**config.mk**
```make
export PLATFORM = sky130hd
export DESIGN_NAME = shiftreg_tap
export DESIGN_NICKNAME = d
export VERILOG_FILES = /design/src/rtl/shiftreg_pkg.sv /design/src/rtl/shiftreg_stage.sv /design/src/rtl/shiftreg_tap.sv
export SDC_FILE = /design/constraint.sdc
export NUM_CORES = 1
export LEC_CHECK = 0
export CAP_MARGIN = 25
export CORE_MARGIN = 2
export CORE_UTILIZATION = 50
export DETAILED_ROUTE_END_ITERATION = 8
export PLACE_DENSITY = 0.68
export SLEW_MARGIN = 0
export SYNTH_ARGS = -nofsm -noshare
export SYNTH_HDL_FRONTEND = slang
export SYNTH_SLANG_ARGS = --single-unit
```
**constraint.sdc**
```tcl
create_clock -name clk -period 2.2 [get_ports clk]
set_input_delay 0.66 -clock clk [delete_from_list [all_inputs] [get_ports clk]]
set_output_delay 0.66 -clock clk [all_outputs]
set_load 0.02 [all_outputs]
```
**src/rtl/shiftreg_pkg.sv**
```systemverilog
// Shared mode encodings and parity helper for the shiftreg_tap delay line.
package shiftreg_pkg;

    localparam logic [1:0] MODE_SHIFT  = 2'b00;
    localparam logic [1:0] MODE_HOLD   = 2'b01;
    localparam logic [1:0] MODE_ROTATE = 2'b10;
    localparam logic [1:0] MODE_FLUSH  = 2'b11;

    // Callers zero-extend narrower data, which leaves the parity unchanged.
    localparam int PARITY_MAXW = 64;

    function automatic logic even_parity(input logic [PARITY_MAXW-1:0] value);
        return ^value;
    endfunction

endpackage

```
**src/rtl/shiftreg_stage.sv**
```systemverilog
// One delay-line stage: payload plus valid tag, with shift/rotate/flush/hold next-value mux.
module shiftreg_stage
    import shiftreg_pkg::*;
#(
    parameter int PW = 8
) (
    input  logic          clk,
    input  logic          rst_n,
    input  logic          en,
    input  logic [1:0]    mode,
    input  logic [PW-1:0] prev_data,
    input  logic          prev_valid,
    input  logic [PW-1:0] fb_data,
    input  logic          fb_valid,
    output logic [PW-1:0] data,
    output logic          valid
);

    logic [PW-1:0] next_data;
    logic          next_valid;

    always_comb begin
        next_data  = data;
        next_valid = valid;
        if (en) begin
            case (mode)
                MODE_SHIFT: begin
                    next_data  = prev_data;
                    next_valid = prev_valid;
                end
                MODE_ROTATE: begin
                    next_data  = fb_data;
                    next_valid = fb_valid;
                end
                MODE_FLUSH: begin
                    next_data  = '0;
                    next_valid = 1'b0;
                end
                default: begin
                    next_data  = data;
                    next_valid = valid;
                end
            endcase
        end
    end

    always_ff @(posedge clk or negedge rst_n) begin
        if (!rst_n) begin
            data  <= '0;
            valid <= 1'b0;
        end else begin
            data  <= next_data;
            valid <= next_valid;
        end
    end

endmodule

```
**src/rtl/shiftreg_tap.sv**
```systemverilog
// Tapped WIDTH x DEPTH delay line with valid tags, occupancy count and registered tap output.
// Optional stored-parity checking with sticky parity_err when SHIFTREG_PARITY_EN is defined.
module shiftreg_tap
    import shiftreg_pkg::*;
#(
    parameter int WIDTH = 8,
    parameter int DEPTH = 16,
    parameter int TAPW  = $clog2(DEPTH),
    parameter int CNTW  = $clog2(DEPTH + 1)
) (
    input  logic             clk,
    input  logic             rst_n,
    input  logic             en,
    input  logic [1:0]       mode,
    input  logic [WIDTH-1:0] din,
    input  logic             din_valid,
    input  logic [TAPW-1:0]  tap_sel,
    output logic [WIDTH-1:0] dout,
    output logic             dout_valid,
    output logic [CNTW-1:0]  fill_cnt,
`ifdef SHIFTREG_PARITY_EN
    output logic             parity_err,
`endif
    output logic             full
);

`ifdef SHIFTREG_PARITY_EN
    localparam int PW = WIDTH + 1;
`else
    localparam int PW = WIDTH;
`endif

    logic [PW-1:0]   stage_data  [DEPTH];
    logic            stage_valid [DEPTH];
    logic [PW-1:0]   entry_data;
    logic [TAPW-1:0] tap_idx;
    logic [PW-1:0]   tap_data;
    logic            tap_valid;

`ifdef SHIFTREG_PARITY_EN
    assign entry_data = {even_parity(PARITY_MAXW'(din)), din};
`else
    assign entry_data = din;
`endif

    // Stage 0 feeds from din on shift and from the last stage on rotate.
    for (genvar i = 0; i < DEPTH; i++) begin : g_stage
        if (i == 0) begin : g_head
            shiftreg_stage #(.PW(PW)) u_stage (
                .clk        (clk),
                .rst_n      (rst_n),
                .en         (en),
                .mode       (mode),
                .prev_data  (entry_data),
                .prev_valid (din_valid),
                .fb_data    (stage_data[DEPTH-1]),
                .fb_valid   (stage_valid[DEPTH-1]),
                .data       (stage_data[i]),
                .valid      (stage_valid[i])
            );
        end else begin : g_body
            shiftreg_stage #(.PW(PW)) u_stage (
                .clk        (clk),
                .rst_n      (rst_n),
                .en         (en),
                .mode       (mode),
                .prev_data  (stage_data[i-1]),
                .prev_valid (stage_valid[i-1]),
                .fb_data    (stage_data[i-1]),
                .fb_valid   (stage_valid[i-1]),
                .data       (stage_data[i]),
                .valid      (stage_valid[i])
            );
        end
    end

    // Out-of-range taps (non power-of-two DEPTH) fall back to the last stage.
    always_comb begin
        tap_idx = tap_sel;
        if ({1'b0, tap_sel} >= (TAPW+1)'(DEPTH)) begin
            tap_idx = TAPW'(DEPTH - 1);
        end
        tap_data  = stage_data[tap_idx];
        tap_valid = stage_valid[tap_idx];
    end

    always_ff @(posedge clk or negedge rst_n) begin
        if (!rst_n) begin
            dout       <= '0;
            dout_valid <= 1'b0;
        end else begin
            dout       <= tap_data[WIDTH-1:0];
            dout_valid <= tap_valid;
        end
    end

    always_ff @(posedge clk or negedge rst_n) begin
        if (!rst_n) begin
            fill_cnt <= '0;
        end else if (en) begin
            if (mode == MODE_SHIFT) begin
                fill_cnt <= fill_cnt + CNTW'(din_valid) - CNTW'(stage_valid[DEPTH-1]);
            end else if (mode == MODE_FLUSH) begin
                fill_cnt <= '0;
            end
        end
    end

    assign full = (fill_cnt == CNTW'(DEPTH));

`ifdef SHIFTREG_PARITY_EN
    // Stored word including its parity bit must XOR to zero when intact.
    always_ff @(posedge clk or negedge rst_n) begin
        if (!rst_n) begin
            parity_err <= 1'b0;
        end else if (en && (mode == MODE_FLUSH)) begin
            parity_err <= 1'b0;
        end else if (tap_valid && (^tap_data)) begin
            parity_err <= 1'b1;
        end
    end
`endif

endmodule
```
==> results.txt <==
ys async rst share = 100%
FILL cells = 1,221
CP startpoint = dout[6]$_DFF_PN0_
Post-Place Cell Area = 0.00850 mm2
Final WS setup = 0.101 ns
routed len/inst = 16.2 um
FF+latch count, synth = 158
LEAKAGE = 3.85 nW
Startpoint Class = register
Setup Crit Path Kind = register to output pin
WP data required = 1.54 ns
slew at the pin closest to its max-slew limit = 0.984 ns
reg2reg end = fill_cnt[4]$_DFFE_PN0P_
synth warn = 0
Synth Instances = 765
Post-synth EDFFs = 0
RR Startpoint = g_stage[15].g_body.u_stage.valid$_DFFE_PN0P_
Chip Height = 129 um
wirelength, routed = 16.5 mm
vias = 5,506
clock latency on the worst-skew pair = 0.43 ns
Layout Nets = 821
cell area after layout = 0.00907 mm2
die width = 129 um
num ports = 33
antenna diode count = 0
Syn Area/Cell = 10.2 um2
CP endpoint kind = output pin
final slew viol count = 0
core area = 0.0153 mm2
Initial Util = 51.3%
post-route minimum period = 2.10 ns
Final period util = 95.4%
worst-case vdd ir drop = 611 uV
initial antenna violation count = 0
Max-slew headroom = 34.3%
largest net degree at the start of global routing = 80
area of the multi-input gates = 0.00355 mm2
Mapped Nets = 794
Hold Path Class = input port to async pin
clock sinks = 158
power density cells = 757 mW/mm2
CTS Hold Bufs = 0
register area = 0.00395 mm2
CTS buffer count = 17
# rows = 45
share of post-route cells with drive strength above 1 = 12.5%
FF-to-FF setup slack = 0.13 ns
top cell family by delay on the critical path = buffers and inverters
largest area contributor in the netlist = dfrtp_1
remaining antenna violation count = 0
Worst-path clk slew = 0.06 ns
Fmax = 476 MHz
pre-CTS setup slack = -0.340 ns
Placer Congestion = 0.774
CP max FO = 1
synth unique cells = 29
critical path arrival = 1.44 ns
TritonRoute pass-1 iters = 5
total negative slack = 0 ns
Final HPWL DP = 10.6 mm
commonest cells in the synthesized netlist = 160 x nand2_1, 158 x dfrtp_1, 145 x o21ai_0, 138 x nand2b_1, 33 x clkbuf_1
CTS root buffer = clkbuf_16
final hold violation count = 0
global-route wire length before repair = 27.9 mm
ys flop type = dfrtp_1
Via-to-Cell Ratio = 5.42
Seq/Total Area, Yosys = 50.5%
status = complete, no violations
H-tree depth = 4
overall global routing resource usage = 21.4%
Critical Path Max Stage Delay = 0.62 ns
post-route core utilization = 59.5%
Setup Skew = 0.0100 ns
worst path cell trace = clkdlybuf4s50_1
Iter 0 DRT Violations = 503
Power, Total = 6.87 mW
hold_ws = 0.166 ns
Levels on crit path = 1
Worst Path Buf+Inv = 1
Post-Syn Area = 0.00783 mm2
DRC errors left = 0
Post-Layout Cell Count = 1,016
most frequent cell after synthesis = nand2_1
die area = 0.0167 mm2
Crit-path slowest cell = clkdlybuf4s50_1
placed cell count = 984
Clock Tree Buf Depth = 2
final setup fails = 0
synth-to-layout area growth = 15.8%
clock tree from TritonCTS = yes
max cap viols = 0
Worst R2R Path Depth = 9
post-CTS setup buffer count = 0
Yosys top cell area share = 50.5%
PortBufs = 32
ranking of synthesized cells by area = dfrtp_1 50%, nand2b_1 11%, o21ai_0 9.3%, nand2_1 7.7%, mux4_2 6.9%
overflow left after global routing = 0
RSZ-0062 raised after global routing = false
vias in the first global route = 5,374
power by group:
group          leakage [nW]  internal [mW]  total (mW)  switching [mW]
Sequential             2.18           3.09        3.25           0.153
Combinational          1.41          0.382       0.837           0.454
Clock                 0.268           1.64        2.79            1.15
how the worst max path moves through the flow:
stage	slack, ns	endpoint
final	0.10	dout[6]
after global routing	0.002	fill_cnt[4]$_DFFE_PN0P_
after CTS	0.002	full
after detailed placement	-0.34	fill_cnt[4]$_DFFE_PN0P_
after global placement	-0.21	fill_cnt[4]$_DFFE_PN0P_
after floorplan	0.16	fill_cnt[4]$_DFFE_PN0P_
layer usage:
metal,GRT usage [%],vias to the layer above,share of wire [%]
li1,-,2653,-
met1,30.6,2713,46
met2,33.0,120,48
met3,4.71,20,4.3
met4,6.78,0,1.3
met5,0,-,0
sequential cells by signal (all words and copies together), names as in the netlist:
name / cells
g_stage.g_head.u_stage.valid: 1
fill_cnt: 5
g_stage.g_head.u_stage.data: 8
dout_valid: 1
dout: 8
g_stage.g_body.u_stage.data: 120
g_stage.g_body.u_stage.valid: 15
layout by cell type, fill, tap and decap left out, types with 2 or more instances in the layout:
cell type,instances
nor4_1,2
dfrtp_1,158
buf_12,10
nor2_1,2
clkinv_2,4
mux4_2,24
a22oi_1,27
clkinvlp_4,4
xnor2_1,2
dlymetal6s2s_1,2
clkbuf_8,3
nand2b_1,137
o21ai_0,145
mux4_1,10
buf_2,3
buf_4,26
nor2b_1,2
o31ai_1,2
mux4_4,2
nand2_1,160
ha_1,9
clkbuf_1,2
clkdlybuf4s50_1,25
inv_1,9
clkbuf_16,17
kinds of logic after synthesis:
logic type                 count (synthesis)  synth area share, %
AOI/OAI and AO/OA                        179                 12.5
adders and majority gates                 11                 1.85
buffers and inverters                     70                 4.43
xor gates and xnor gates                   2                0.224
DFF                                      158                 50.5
and+or+nand+nor                          308                 19.5
muxes                                     37                 11.0
layout make-up:
class	instances	share of cell area, %
Clock inverter	10	0.979
Tap cell	211	2.91
Sequential cell	158	43.6
Clock buffer	22	5.23
Multi-Input combinational cell	537	39.1
Inverter	10	0.414
Timing Repair Buffer	68	7.78
repair_timing:
item / 4_1_cts / 5_1_grt
endpoints found under the setup margin: 2 / 4
resized for setup: 5 / 5
pin swaps: 0 / 0
Power figures use the tool's default switching activity.
